`config.mk`:
```
export PLATFORM = sky130hd
export DESIGN_NAME = instr_fetch
export DESIGN_NICKNAME = d
export VERILOG_FILES = /design/src/rtl/instr_fetch_pkg.sv /design/src/rtl/instr_fetch_pc_reg.sv /design/src/rtl/instr_fetch.sv
export SDC_FILE = /design/constraint.sdc
export NUM_CORES = 1
export LEC_CHECK = 0
export ABC_AREA = 1
export BUFFER_PORTS_ARGS = -buffer_cell sky130_fd_sc_hd__clkbuf_2
export CAP_MARGIN = 30
export CORE_UTILIZATION = 45
export CTS_BUF_LIST = sky130_fd_sc_hd__clkbuf_16
export DETAILED_ROUTE_END_ITERATION = 10
export HOLD_SLACK_MARGIN = 0.05
export PLACE_DENSITY = 0.77
export SLEW_MARGIN = 20
export SYNTH_ARGS = -nofsm -noshare
export SYNTH_HDL_FRONTEND = slang
export SYNTH_SLANG_ARGS = --single-unit
export TNS_END_PERCENT = 5
```
`constraint.sdc`:
```
create_clock -name clk -period 1.6 [get_ports clk]
set_input_delay 0.08 -clock clk [delete_from_list [all_inputs] [get_ports clk]]
set_output_delay 0.08 -clock clk [all_outputs]
set_load 0.01 [all_outputs]
```
`src/rtl/instr_fetch_pkg.sv`:
```
`default_nettype none
// ============================================================================
// Module      : instr_fetch_pkg
// Description : Shared types and constants for the instruction fetch stage.
// Revision    : 1.0 - initial release
// ============================================================================
package instr_fetch_pkg;

    // Fetch stage controller states
    typedef enum logic [1:0] {
        ST_FETCH = 2'd0,   // request for pc is being offered to memory
        ST_WAIT  = 2'd1,   // one request outstanding, waiting for the word
        ST_HOLD  = 2'd2,   // buffered instruction presented to decode
        ST_HALT  = 2'd3    // misaligned redirect seen; idle until reset
    } fetch_state_t;

    // Size of one instruction word in bytes
    localparam logic [31:0] c_instr_bytes = 32'd4;

    // PC value used when the top is not told otherwise
    localparam logic [31:0] c_default_reset_pc = 32'h0000_0000;

endpackage : instr_fetch_pkg
`default_nettype wire

```
`src/rtl/instr_fetch_pc_reg.sv`:
```
`default_nettype none
// ============================================================================
// Module      : instr_fetch_pc_reg
// Description : Architectural PC register with reset value, redirect load,
//               wrap-around increment and redirect alignment check.
// Revision    : 1.0 - initial release
// ============================================================================
module instr_fetch_pc_reg
    import instr_fetch_pkg::*;
#(
    parameter logic [31:0] RESET_PC = c_default_reset_pc,
    parameter int          XLEN     = 32
) (
    input  logic            clk,
    input  logic            rst_n,
    input  logic            load,
    input  logic [XLEN-1:0] load_pc,
    input  logic            incr,
    output logic [XLEN-1:0] pc,
    output logic            misaligned
);

    logic [XLEN-1:0] r_pc;

    // Load wins over increment; increment wraps naturally at 2^XLEN
    always_ff @(posedge clk) begin
        if (!rst_n) begin
            r_pc <= XLEN'(RESET_PC);
        end else if (load) begin
            r_pc <= load_pc;
        end else if (incr) begin
            r_pc <= r_pc + XLEN'(c_instr_bytes);
        end
    end

    // A target is misaligned when it is not on an instruction-word boundary
    always_comb begin
        misaligned = (load_pc[1:0] != 2'b00);
    end

    assign pc = r_pc;

endmodule : instr_fetch_pc_reg
`default_nettype wire

```
`src/rtl/instr_fetch.sv`:
```
`default_nettype none
// ============================================================================
// Module      : instr_fetch
// Description : Fetch stage. Issues one instruction-memory read at a time,
//               buffers the returned word for decode, handles redirects
//               (dropping stale in-flight responses) and halts with a sticky
//               fault on a misaligned redirect target.
// Revision    : 1.0 - initial release
// ============================================================================
module instr_fetch
    import instr_fetch_pkg::*;
#(
    parameter logic [31:0] RESET_PC = c_default_reset_pc,
    parameter int          XLEN     = 32   // only 32 is supported
) (
    input  logic            clk,
    input  logic            rst_n,
    input  logic            redirect,
    input  logic [XLEN-1:0] redirect_pc,
    output logic            imem_req_valid,
    input  logic            imem_req_ready,
    output logic [XLEN-1:0] imem_req_addr,
    input  logic            imem_resp_valid,
    input  logic [XLEN-1:0] imem_resp_data,
    output logic            instr_valid,
    input  logic            instr_ready,
    output logic [XLEN-1:0] instr_out,
    output logic [XLEN-1:0] instr_addr,
    output logic            fetch_fault
);

    fetch_state_t    r_state;
    fetch_state_t    w_state_nxt;
    logic            r_drop;
    logic            w_drop_nxt;
    logic            r_instr_valid;
    logic [XLEN-1:0] r_instr_out;
    logic [XLEN-1:0] r_instr_addr;
    logic            r_fetch_fault;

    logic            w_pc_load;
    logic            w_pc_incr;
    logic [XLEN-1:0] w_pc;
    logic            w_misaligned;
    logic            w_redir;
    logic            w_buf_load;
    logic            w_buf_clr;
    logic            w_fault_set;

    instr_fetch_pc_reg #(
        .RESET_PC (RESET_PC),
        .XLEN     (XLEN)
    ) u_pc_reg (
        .clk        (clk),
        .rst_n      (rst_n),
        .load       (w_pc_load),
        .load_pc    (redirect_pc),
        .incr       (w_pc_incr),
        .pc         (w_pc),
        .misaligned (w_misaligned)
    );

    // State and stale-response flag registers
    always_ff @(posedge clk) begin
        if (!rst_n) begin
            r_state <= ST_FETCH;
            r_drop  <= 1'b0;
        end else begin
            r_state <= w_state_nxt;
            r_drop  <= w_drop_nxt;
        end
    end

    // Next-state logic; an accepted redirect overrides every other event
    always_comb begin
        w_state_nxt = r_state;
        w_drop_nxt  = r_drop;
        w_pc_load   = 1'b0;
        w_pc_incr   = 1'b0;
        w_buf_load  = 1'b0;
        w_buf_clr   = 1'b0;
        w_fault_set = 1'b0;
        w_redir     = redirect && (r_state != ST_HALT);

        if (w_redir) begin
            w_pc_load = 1'b1;
            w_buf_clr = 1'b1;
            if (w_misaligned) begin
                // Any outstanding response is simply ignored in HALT
                w_fault_set = 1'b1;
                w_drop_nxt  = 1'b0;
                w_state_nxt = ST_HALT;
            end else begin
                case (r_state)
                    ST_FETCH: begin
                        if (imem_req_ready) begin
                            // Old-pc request was accepted; its data is stale
                            w_state_nxt = ST_WAIT;
                            w_drop_nxt  = 1'b1;
                        end
                    end
                    ST_WAIT: begin
                        if (imem_resp_valid) begin
                            w_state_nxt = ST_FETCH;
                            w_drop_nxt  = 1'b0;
                        end else begin
                            w_drop_nxt  = 1'b1;
                        end
                    end
                    ST_HOLD: begin
                        w_state_nxt = ST_FETCH;
                    end
                    default: begin
                        w_state_nxt = r_state;
                    end
                endcase
            end
        end else begin
            case (r_state)
                ST_FETCH: begin
                    if (imem_req_ready) begin
                        w_state_nxt = ST_WAIT;
                    end
                end
                ST_WAIT: begin
                    if (imem_resp_valid) begin
                        if (r_drop) begin
                            w_drop_nxt  = 1'b0;
                            w_state_nxt = ST_FETCH;
                        end else begin
                            w_buf_load  = 1'b1;
                            w_pc_incr   = 1'b1;
                            w_state_nxt = ST_HOLD;
                        end
                    end
                end
                ST_HOLD: begin
                    if (instr_ready) begin
                        w_buf_clr   = 1'b1;
                        w_state_nxt = ST_FETCH;
                    end
                end
                default: begin
                    w_state_nxt = ST_HALT;
                end
            endcase
        end
    end

    // Output buffer to decode and sticky fault flag
    always_ff @(posedge clk) begin
        if (!rst_n) begin
            r_instr_valid <= 1'b0;
            r_instr_out   <= '0;
            r_instr_addr  <= '0;
            r_fetch_fault <= 1'b0;
        end else begin
            if (w_buf_load) begin
                r_instr_out   <= imem_resp_data;
                r_instr_addr  <= w_pc;
                r_instr_valid <= 1'b1;
            end else if (w_buf_clr) begin
                r_instr_valid <= 1'b0;
            end
            if (w_fault_set) begin
                r_fetch_fault <= 1'b1;
            end
        end
    end

    // Request channel is idle while reset is asserted
    always_comb begin
        imem_req_valid = rst_n && (r_state == ST_FETCH);
        imem_req_addr  = w_pc;
    end

    assign instr_valid = r_instr_valid;
    assign instr_out   = r_instr_out;
    assign instr_addr  = r_instr_addr;
    assign fetch_fault = r_fetch_fault;

endmodule : instr_fetch
`default_nettype wire

```
==> results of run 1 <==
## per-stage QoR
stage	cells	utilization, %	instance area (sq um)
after floorplan	708	-	4890
after global placement	1029	59.5	6200
after detailed placement	1029	59.5	6200
after CTS	1096	69.0	7190
after global routing	1102	70.8	7380
final	1102	70.8	7380
## where the power goes
group	internal [mW]	switching [mW]	leakage [nW]
sequential	2.71	0.168	0.826
combinational	0.765	0.879	2.60
clock	1.21	0.976	0.139
total	4.68	2.02	3.57
## critical path: cells and delay by family (launching register included)
| family | cells | cell delay, ns |
|---|---|---|
| buffers and inverters | 5 | 0.53 |
| DFF | 1 | 0.34 |
| and+or+nand+nor | 6 | 0.58 |
| adders and majority gates | 1 | 0.15 |
## path summary, 6_finish.rpt
check	startpoint	endpoint	slack [ns]	cells after the start
max reg2reg	r_state[1]	u_pc_reg.pc[18]	-0.09	12
min	redirect_pc[20]	u_pc_reg.pc[20]	0.06	5
max	r_state[1]	u_pc_reg.pc[18]	-0.09	12
min reg2reg	instr_addr[20]	instr_addr[20]	0.47	2
## layer usage
metal	wire (um)	share of wire (%)	up-vias	global-route usage [%]
met4	260	1.6	0	9.72
met3	1260	7.8	24	5.33
met5	0	0	-	0
met1	6810	42	2557	34.8
li1	-	-	2772	-
met2	7920	49	265	49.0
## layout by cell type (no fill, tap or decap), types with 8 or more instances in the layout
| cell type | count |
|---|---|
| clkbuf_16 | 10 |
| buf_12 | 9 |
| o21ai_0 | 53 |
| nor2_1 | 135 |
| nor2_4 | 17 |
| buf_4 | 46 |
| inv_1 | 58 |
| nor3_1 | 9 |
| dlygate4sd3_1 | 43 |
| clkbuf_2 | 168 |
| nand2_1 | 137 |
| nor2_2 | 13 |
| dfxtp_1 | 96 |
| o21ai_1 | 21 |
| a31oi_1 | 8 |
| a21oi_1 | 24 |
| nand3_1 | 38 |
## registers in the layout, indices dropped and copies added (netlist names)
name         cells
fetch_fault      1
u_pc_reg.pc     32
r_drop           1
instr_valid      1
instr_addr      32
r_state          2
instr_out       32
## timing repair
action / CTS / global route
endpoints found under the setup margin: 66 / 93
pin swaps: 11 / 40
gates cloned: 4 / 1
hold buffers: 43 / 0
endpoints found under the hold margin: 43 / 0
gates resized for setup: 39 / 56
setup buffers: 5 / 6
## cell families after synthesis
logic type | synth area share [%]
AND/OR/NAND/NOR | 36.0
flip-flops | 41.4
buffers and inverters | 8.27
AO/OA/AOI/OAI | 12.5
adder cells (fa/ha/maj) | 1.28
XOR/XNOR | 0.538
## cell type report
type                    instances  area share [%]
well taps                     136            2.31
multi-input cells             510            36.0
inverters                      64            3.42
flip-flops and latches        101            27.5
clock inverters                 6           0.865
repair buffers                276            26.8
clock buffers                   9            3.05
==> metrics.txt, run 1 <==
CTS sink cnt=just over 100; # IOs=169; DPL Wire Length=10100 um; worst relative slew slack=roughly three quarters; layout filler cell count=just over 800; pre-CTS setup slack=-0.111 ns; CP max stage delay=0.34 ns; worst vdd ir=between 600 and 700 uV; Clock Skew=between 0.005 and 0.006 ns; critical path cell sequence=inv_2 > ha_4 > inv_4 > nor2_4 > nand3_4 > buf_6 > buf_12 > nor2_4 > nand2_2 > nand2_1 > nand2_1 > inv_1; Commonest cells post-synth=nor2_1 (156), nand2_1 (140), dfxtp_1 (101); Power Density=slightly above 900 mW/mm^2; TNS Setup=-0.953 ns; Yosys warnings=0; layout cells sized above 1=roughly a third; # DRC=0; total track usage=approximately 28%; Critical Path Slowest Stage Cell=dfxtp_2; CP Launch Type=flop; crit path capture type=flop; outcome=complete, but fails checks; CTS clk-pin slew, worst paths=0.07 ns; Synth area leaders=dfxtp_1 (41%), nor2_1 (12%), nand2_1 (11%); Worst-Skew Late Latency=roughly 0.34 ns; Seq/Total Area, Yosys=41.4%; core area=about 0.010 sq mm; CP required=roughly 1.9 ns; Leak Pwr=about 3.6 nW; leading area contributor after synthesis=dfxtp_1; Vias=~5600; largest net degree at the start of global routing=44; syn avg cell area=approximately 7 sq um; Critical Path AT=slightly below 2 ns; Tot Pwr=~6.7 mW; Area Growth Syn to Fin=51.0%; Syn Std Cell Area=0.00489 sq mm; initial core utilization=approximately 47%; htree depth=3; crit path time final=approximately 1.7 ns; multi-input logic area=0.00266 sq mm; Worst Hold Class=in2reg; Netlist cell types=33; Post-Syn Nets=783; Setup CP Type=reg2reg; row cnt=37; first-pass GRT wire length=approximately 25000 um; CTS max path bufs=2; total CTS buffers=9; failing checks=negative setup slack; Final Cycle Share=106%; number of global-route vias before repair=5292; Top FF cell, synth=dfxtp_1; die footprint=~0.011 sq mm; drt pass-1 iters=5; vias per inst=approximately 5.1; DIE WIDTH=about 110 um; RD Place Congestion=about 0.90; maxcap violations=0; total grt overflow=0; flops & latches, synth=a little over 100; Final Setup Violations=25; antenna violations before repair=0; ant diodes=0; hold_ws=between 0.05 and 0.06 ns; CTS tree=built; final-report max-slew violation count=0; async set-reset flop share out of synthesis=0%; register area=approximately 0.0020 sq mm; Clock Tree Root=clkbuf_16; top-count cell post-synth=nor2_1; buffers added on ports=~170; Crit Path Max Fanout=18; drt first-iter violations=512; Fin. Hold Viols=0; unrepaired setup endpoints after global routing=yes; Slew @ Worst Pin=0.382 ns; fin nets=slightly above 1000; post-synth top area share=around 41%; Chip Height=between 100 and 150 um; DRT Wirelength=between 15000 and 20000 um; Mapped Cells=about 710; EDFF count, synth=0; WL/cell=between 10 and 15 um; f_max=590 MHz; post-route ant nets=0; setup ws final=-0.0947 ns
Power figures use the tool's default switching activity.
==> run 2: changes to the inputs <==
--- a/config.mk
+++ b/config.mk
@@ -6,13 +6,13 @@
 export NUM_CORES = 1
 export LEC_CHECK = 0
 export ABC_AREA = 1
-export BUFFER_PORTS_ARGS = -buffer_cell sky130_fd_sc_hd__clkbuf_2
 export CAP_MARGIN = 30
-export CORE_UTILIZATION = 45
+export CORE_UTILIZATION = 55
 export CTS_BUF_LIST = sky130_fd_sc_hd__clkbuf_16
 export DETAILED_ROUTE_END_ITERATION = 10
+export DONT_BUFFER_PORTS = 1
 export HOLD_SLACK_MARGIN = 0.05
-export PLACE_DENSITY = 0.77
+export PLACE_DENSITY = 0.74
 export SLEW_MARGIN = 20
 export SYNTH_ARGS = -nofsm -noshare
 export SYNTH_HDL_FRONTEND = slang
==> run 2 against run 1 <==
  * The run ends with negative hold slack, negative setup slack left
  * Power fell by 5.6%
  * Clock-buffer cell count did not move
  * Cell count fell by 19%
  * Sequential share of layout area rose by 4.8 points
  * Hold slack got worse by 0.21 ns
  * Clock power fell by 4%
  * Setup slack got worse by 0.046 ns
  * Sequential power rose by 2%
  * First-iteration DRC count fell by 28%
  * Critical endpoint is now u_pc_reg.pc[16]
==> metrics.txt, run 2 (synthesized netlist as in run 1, its figures left out) <==
outcome=complete, but fails checks; failing checks=negative hold slack, negative setup slack; drt pass-1 iters=5; final-report max-slew violation count=0; Final Cycle Share=109%; Crit Path Max Fanout=7; switching power=between 1.5 and 2 mW; fin nets=about 850; worst vdd ir=a little over 600 uV; crit path capture type=flop; hold worst-path end=u_pc_reg.pc[28]; Critical Path AT=~2.0 ns; DIE WIDTH=approximately 96 um; post-route cell area=0.00628 sq mm; buffers added on ports=0; Worst Hold Class=in2reg; f_max=about 570 MHz; Chip Height=96.3 um; worst relative slew slack=roughly 65%; setup ws final=-0.141 ns; most frequent cells in the layout=nor2_1 (143), nand2_1 (137), dfxtp_1 (99); Clock Tree Root=clkbuf_16; first-pass GRT wire length=20100 um; die footprint=approximately 0.0093 sq mm; r2r worst-path depth=10; layout cells sized above 1=18.9%; core area=approximately 0.0087 sq mm; # DRC=0; hold_ws=-0.158 ns; CP required=roughly 1.9 ns; antenna violations before repair=0; DRT Wirelength=approximately 15000 um; total CTS buffers=9; WL/cell=roughly 17 um; Setup CP Type=reg2reg; CTS max path bufs=2; htree depth=3; row cnt=34; maxcap violations=0; Switching Share=31.0%; CP Launch Type=flop; clock share of power=about a third; RD Place Congestion=about 0.99; initial core utilization=between 50% and 60%; CTS clk-pin slew, worst paths=around 0.080 ns; total grt overflow=0; vias per inst=roughly 5.7; drt first-iter violations=369; Slew @ Worst Pin=roughly 0.53 ns; CTS sink cnt=approximately 100; reg2reg start=r_state[1]; Hold Path Origin=rst_n; unrepaired setup endpoints after global routing=yes; Vias=5068; Gate power share=between 20% and 30%; crit path time final=around 1.7 ns; Clock Skew=a little over 0.01 ns; Leak Pwr=approximately 2.8 nW; Hold Crit Depth=2; Final Setup Violations=just over 80; DPL Wire Length=9450 um; post-route ant nets=0; # IOs=between 150 and 200; FF-to-FF setup slack=-0.14 ns; number of global-route vias before repair=around 4300; largest net degree at the start of global routing=75; CTS tree=built; Area Growth Syn to Fin=28.6%; Seq pwr share=between 40 and 50%; internal power=around 4.4 mW; dpl cell area=around 0.0054 sq mm; Worst-Skew Late Latency=between 0.3 and 0.4 ns; Fin. Hold Viols=72; total track usage=between 20% and 30%; RR Endpoint=u_pc_reg.pc[16]; commonest non-fill, non-tap cell in the layout=nor2_1; Power Density=just over 1000 mW/mm^2; ant diodes=0
==> run 2: through the flow <==
stage	TNS [ns]	power (mW)	utilization [%]	cells	setup slack [ns]
3_5_place_dp	-3.12	3.99	62.0	839	-0.0861
3_3_place_gp	-0.246	3.96	62.0	839	-0.0423
5_1_grt	-12.68	6.60	72.4	891	-0.215
6_report	-5.66	6.32	72.4	891	-0.141
2_1_floorplan	0	3.61	-	708	0.0502
4_1_cts	-0.0683	6.12	68.0	873	-0.0211
==> run 2: how the worst max path moves through the flow <==
stage	startpoint	to	slack, ns	depth (start not counted)
floorplan	r_state[1]	u_pc_reg.pc[15]	0.05	12
global placement	r_state[1]	u_pc_reg.pc[6]	-0.04	10
detailed placement	r_state[1]	u_pc_reg.pc[11]	-0.09	10
CTS	r_state[1]	u_pc_reg.pc[30]	-0.02	11
global route	r_state[1]	u_pc_reg.pc[16]	-0.22	10
finish	r_state[1]	u_pc_reg.pc[16]	-0.14	10
==> run 2: power by group through the flow <==
| stage | combinational, mW | sequential [mW] | clock [mW] |
|---|---|---|---|
| 2_1_floorplan | 0.632 | 2.98 | 0 |
| 3_3_place_gp | 0.997 | 2.96 | 0 |
| 3_5_place_dp | 1.03 | 2.97 | 0 |
| 4_1_cts | 1.10 | 2.91 | 2.11 |
| 5_1_grt | 1.43 | 2.95 | 2.21 |
| 6_report | 1.31 | 2.93 | 2.09 |
==> run 2: timing repair <==
action,in CTS,in global routing
gates resized for setup,13,72
hold endpoints to repair,88,72
pin swaps,2,10
cloned,1,8
endpoints found under the setup margin,67,86
setup buffers,0,9
hold buffers,17,1
==> run 2: area by class of cell <==
| class | count | area, sq um |
|---|---|---|
| multi-input cells | 510 | 2570 |
| well taps | 108 | 135 |
| fillers | 722 | 2390 |
| inverters | 64 | 258 |
| clock buffers | 9 | 225 |
| repair buffers | 92 | 1010 |
| clock inverters | 7 | 58.8 |
| flip-flops and latches | 101 | 2030 |
==> run 2: metal layers <==
metal,track usage (%),routed length (um),share of wire [%]
met1,32.9,5950,39
met5,0,0,0
met2,50.2,7230,48
met3,6.87,1500,9.9
met4,9.45,425,2.8
==> run 2: critical path, stage by stage (launching register included) <==
cell and delay [ns]:
dfxtp_4 0.37, inv_4 0.06, ha_4 0.13, inv_2 0.06, nor2_4 0.15, nand3_4 0.23
buf_6 0.22, clkbuf_16 0.16, nor3_4 0.16, nor2_2 0.05, nor2_1 0.08
==> run 3: changes to the inputs <==
--- a/config.mk
+++ b/config.mk
@@ -12,7 +12,7 @@
 export DETAILED_ROUTE_END_ITERATION = 10
 export DONT_BUFFER_PORTS = 1
 export HOLD_SLACK_MARGIN = 0.05
-export PLACE_DENSITY = 0.74
+export PLACE_DENSITY = 0.71
 export SLEW_MARGIN = 20
 export SYNTH_ARGS = -nofsm -noshare
 export SYNTH_HDL_FRONTEND = slang
==> constraint.sdc (replaced) <==
create_clock -name clk -period 1.8 [get_ports clk]
set_input_delay 0.36 -clock clk [delete_from_list [all_inputs] [get_ports clk]]
set_output_delay 0.36 -clock clk [all_outputs]
set_load 0.01 [all_outputs]
==> run 3 against run 2 <==
  * The run now ends clean
  * Critical path depth shrank 2
  * Clock power shrank 12%
  * Power shrank 16%
  * Clock skew shrank 0.0019 ns
  * Setup slack gained 0.24 ns
  * Combinational power shrank 36%
  * Cell area shrank 13%
  * Maximum frequency grew 2.1%
  * Critical path type unchanged
==> metrics.txt, run 3 (synthesized netlist as in run 1, its figures left out) <==
outcome=finished, final reports clean; FF-to-FF setup slack=0.1 ns; post-route ant nets=0; drt first-iter violations=228; pre-CTS setup slack=between 0.03 and 0.04 ns; maxcap violations=0; row cnt=34; layout cells sized above 1=between 10% and 20%; Leak Pwr=about 2.4 nW; Final Setup Violations=0; final-report max-slew violation count=0; fin nets=795; reg2reg start=r_state[1]; Buf/Inv on CP=3; post-route cell area=approximately 0.0055 sq mm; setup ws final=~0.096 ns; WL/cell=roughly 16 um; ant diodes=0; number of global-route vias before repair=3962; CTS resizes=0; RD Place Congestion=around 0.86; largest net degree at the start of global routing=75; most frequent cells in the layout=nor2_1 (156), nand2_1 (140), dfxtp_1 (99); Crit Path Max Fanout=39; Hold Crit Depth=2; antenna violations before repair=0; cell family with most CP delay=buffers and inverters; commonest non-fill, non-tap cell in the layout=nor2_1; CTS clk-pin slew, worst paths=about 0.070 ns; CTS max path bufs=2; htree depth=3; Setup Buffers After CTS=0; critical path cell sequence=inv_1 > ha_1 > inv_2 > nor2_4 > nand3_4 > buf_4 > o21ai_0 > nor2_1; worst vdd ir=slightly below 600 uV; CTS tree=built; total CTS buffers=9; Fin. Hold Viols=0; initial core utilization=a little under three fifths; buffers added on ports=0; first-pass GRT wire length=between 15000 and 20000 um; CP required=around 2 ns; dpl cell area=around 0.0051 sq mm; drt pass-1 iters=5; f_max=~600 MHz; Slew @ Worst Pin=about 0.36 ns; crit path time final=approximately 1.7 ns; worst relative slew slack=between 70 and 80%; Hold Path Origin=rst_n; CTS sink cnt=slightly above 100; hold worst-path end=u_pc_reg.pc[31]; # hold bufs at CTS=0; total grt overflow=0; Clock Tree Root=clkbuf_16; Chip Height=approximately 96 um; DRT Wirelength=13000 um; hold_ws=around 0.12 ns; Vias=approximately 4600; r2r worst-path depth=8; DIE WIDTH=between 90 and 100 um; Critical Path Slowest Stage Cell=dfxtp_2; crit path capture type=flop; Worst Hold Class=in2reg; CP Launch Type=flop; Critical Path AT=a little under 2 ns; Clock Skew=0.00854 ns; Area Growth Syn to Fin=12.0%; Final Cycle Share=between 90% and 100%; vias per inst=between 5 and 6; total track usage=27.2%; Setup CP Type=reg2reg; DPL Wire Length=about 9300 um; Worst-Skew Late Latency=approximately 0.34 ns; Power Density=965 mW/mm^2; core area=about 0.0087 sq mm; # IOs=169; unrepaired setup endpoints after global routing=yes; Tot Pwr=~5.3 mW; CP max stage delay=roughly 0.35 ns; RR Endpoint=instr_addr[1]; # DRC=0; die footprint=0.00926 sq mm
[run 3: area by class of cell]
type | count | area [sq um]
clock buffer | 9 | 225
multi-input combinational | 510 | 2460
clock inverter | 7 | 60.1
fill | 808 | 3210
timing repair buffer | 34 | 314
inverter | 64 | 250
tap | 108 | 135
sequential | 101 | 2020
[run 3: stage by stage]
step	util (%)	TNS, ns	cells
floorplan	-	0	708
global placement	59.3	0	816
detailed placement	59.3	0	816
CTS	62.6	0	832
global route	63.0	-0.0240	833
finish	63.0	0	833
[run 3: how the worst max path moves through the flow]
stage	cells past startpoint	endpoint	slack, ns	from
final	8	instr_addr[1]	0.1	r_state[1]
after global routing	9	u_pc_reg.pc[5]	-0.02	r_state[1]
after CTS	9	u_pc_reg.pc[7]	0.02	r_state[1]
after detailed placement	9	u_pc_reg.pc[7]	0.03	r_state[1]
after global placement	11	u_pc_reg.pc[11]	0.14	r_state[1]
after floorplan	12	u_pc_reg.pc[15]	0.25	r_state[1]
[run 3: power by group]
part | internal (mW) | leakage (nW) | switching, mW
logic | 0.316 | 1.43 | 0.517
clock network | 0.959 | 0.141 | 0.883
registers | 2.40 | 0.824 | 0.203
[run 3: routing by layer]
| metal | routed length, um | share of wire [%] | track usage (%) |
|---|---|---|---|
| met1 | 5640 | 43 | 34.2 |
| met2 | 6090 | 47 | 45.4 |
| met3 | 1110 | 8.5 | 7.58 |
| met4 | 142 | 1.1 | 7.34 |
| met5 | 0 | 0 | 0 |
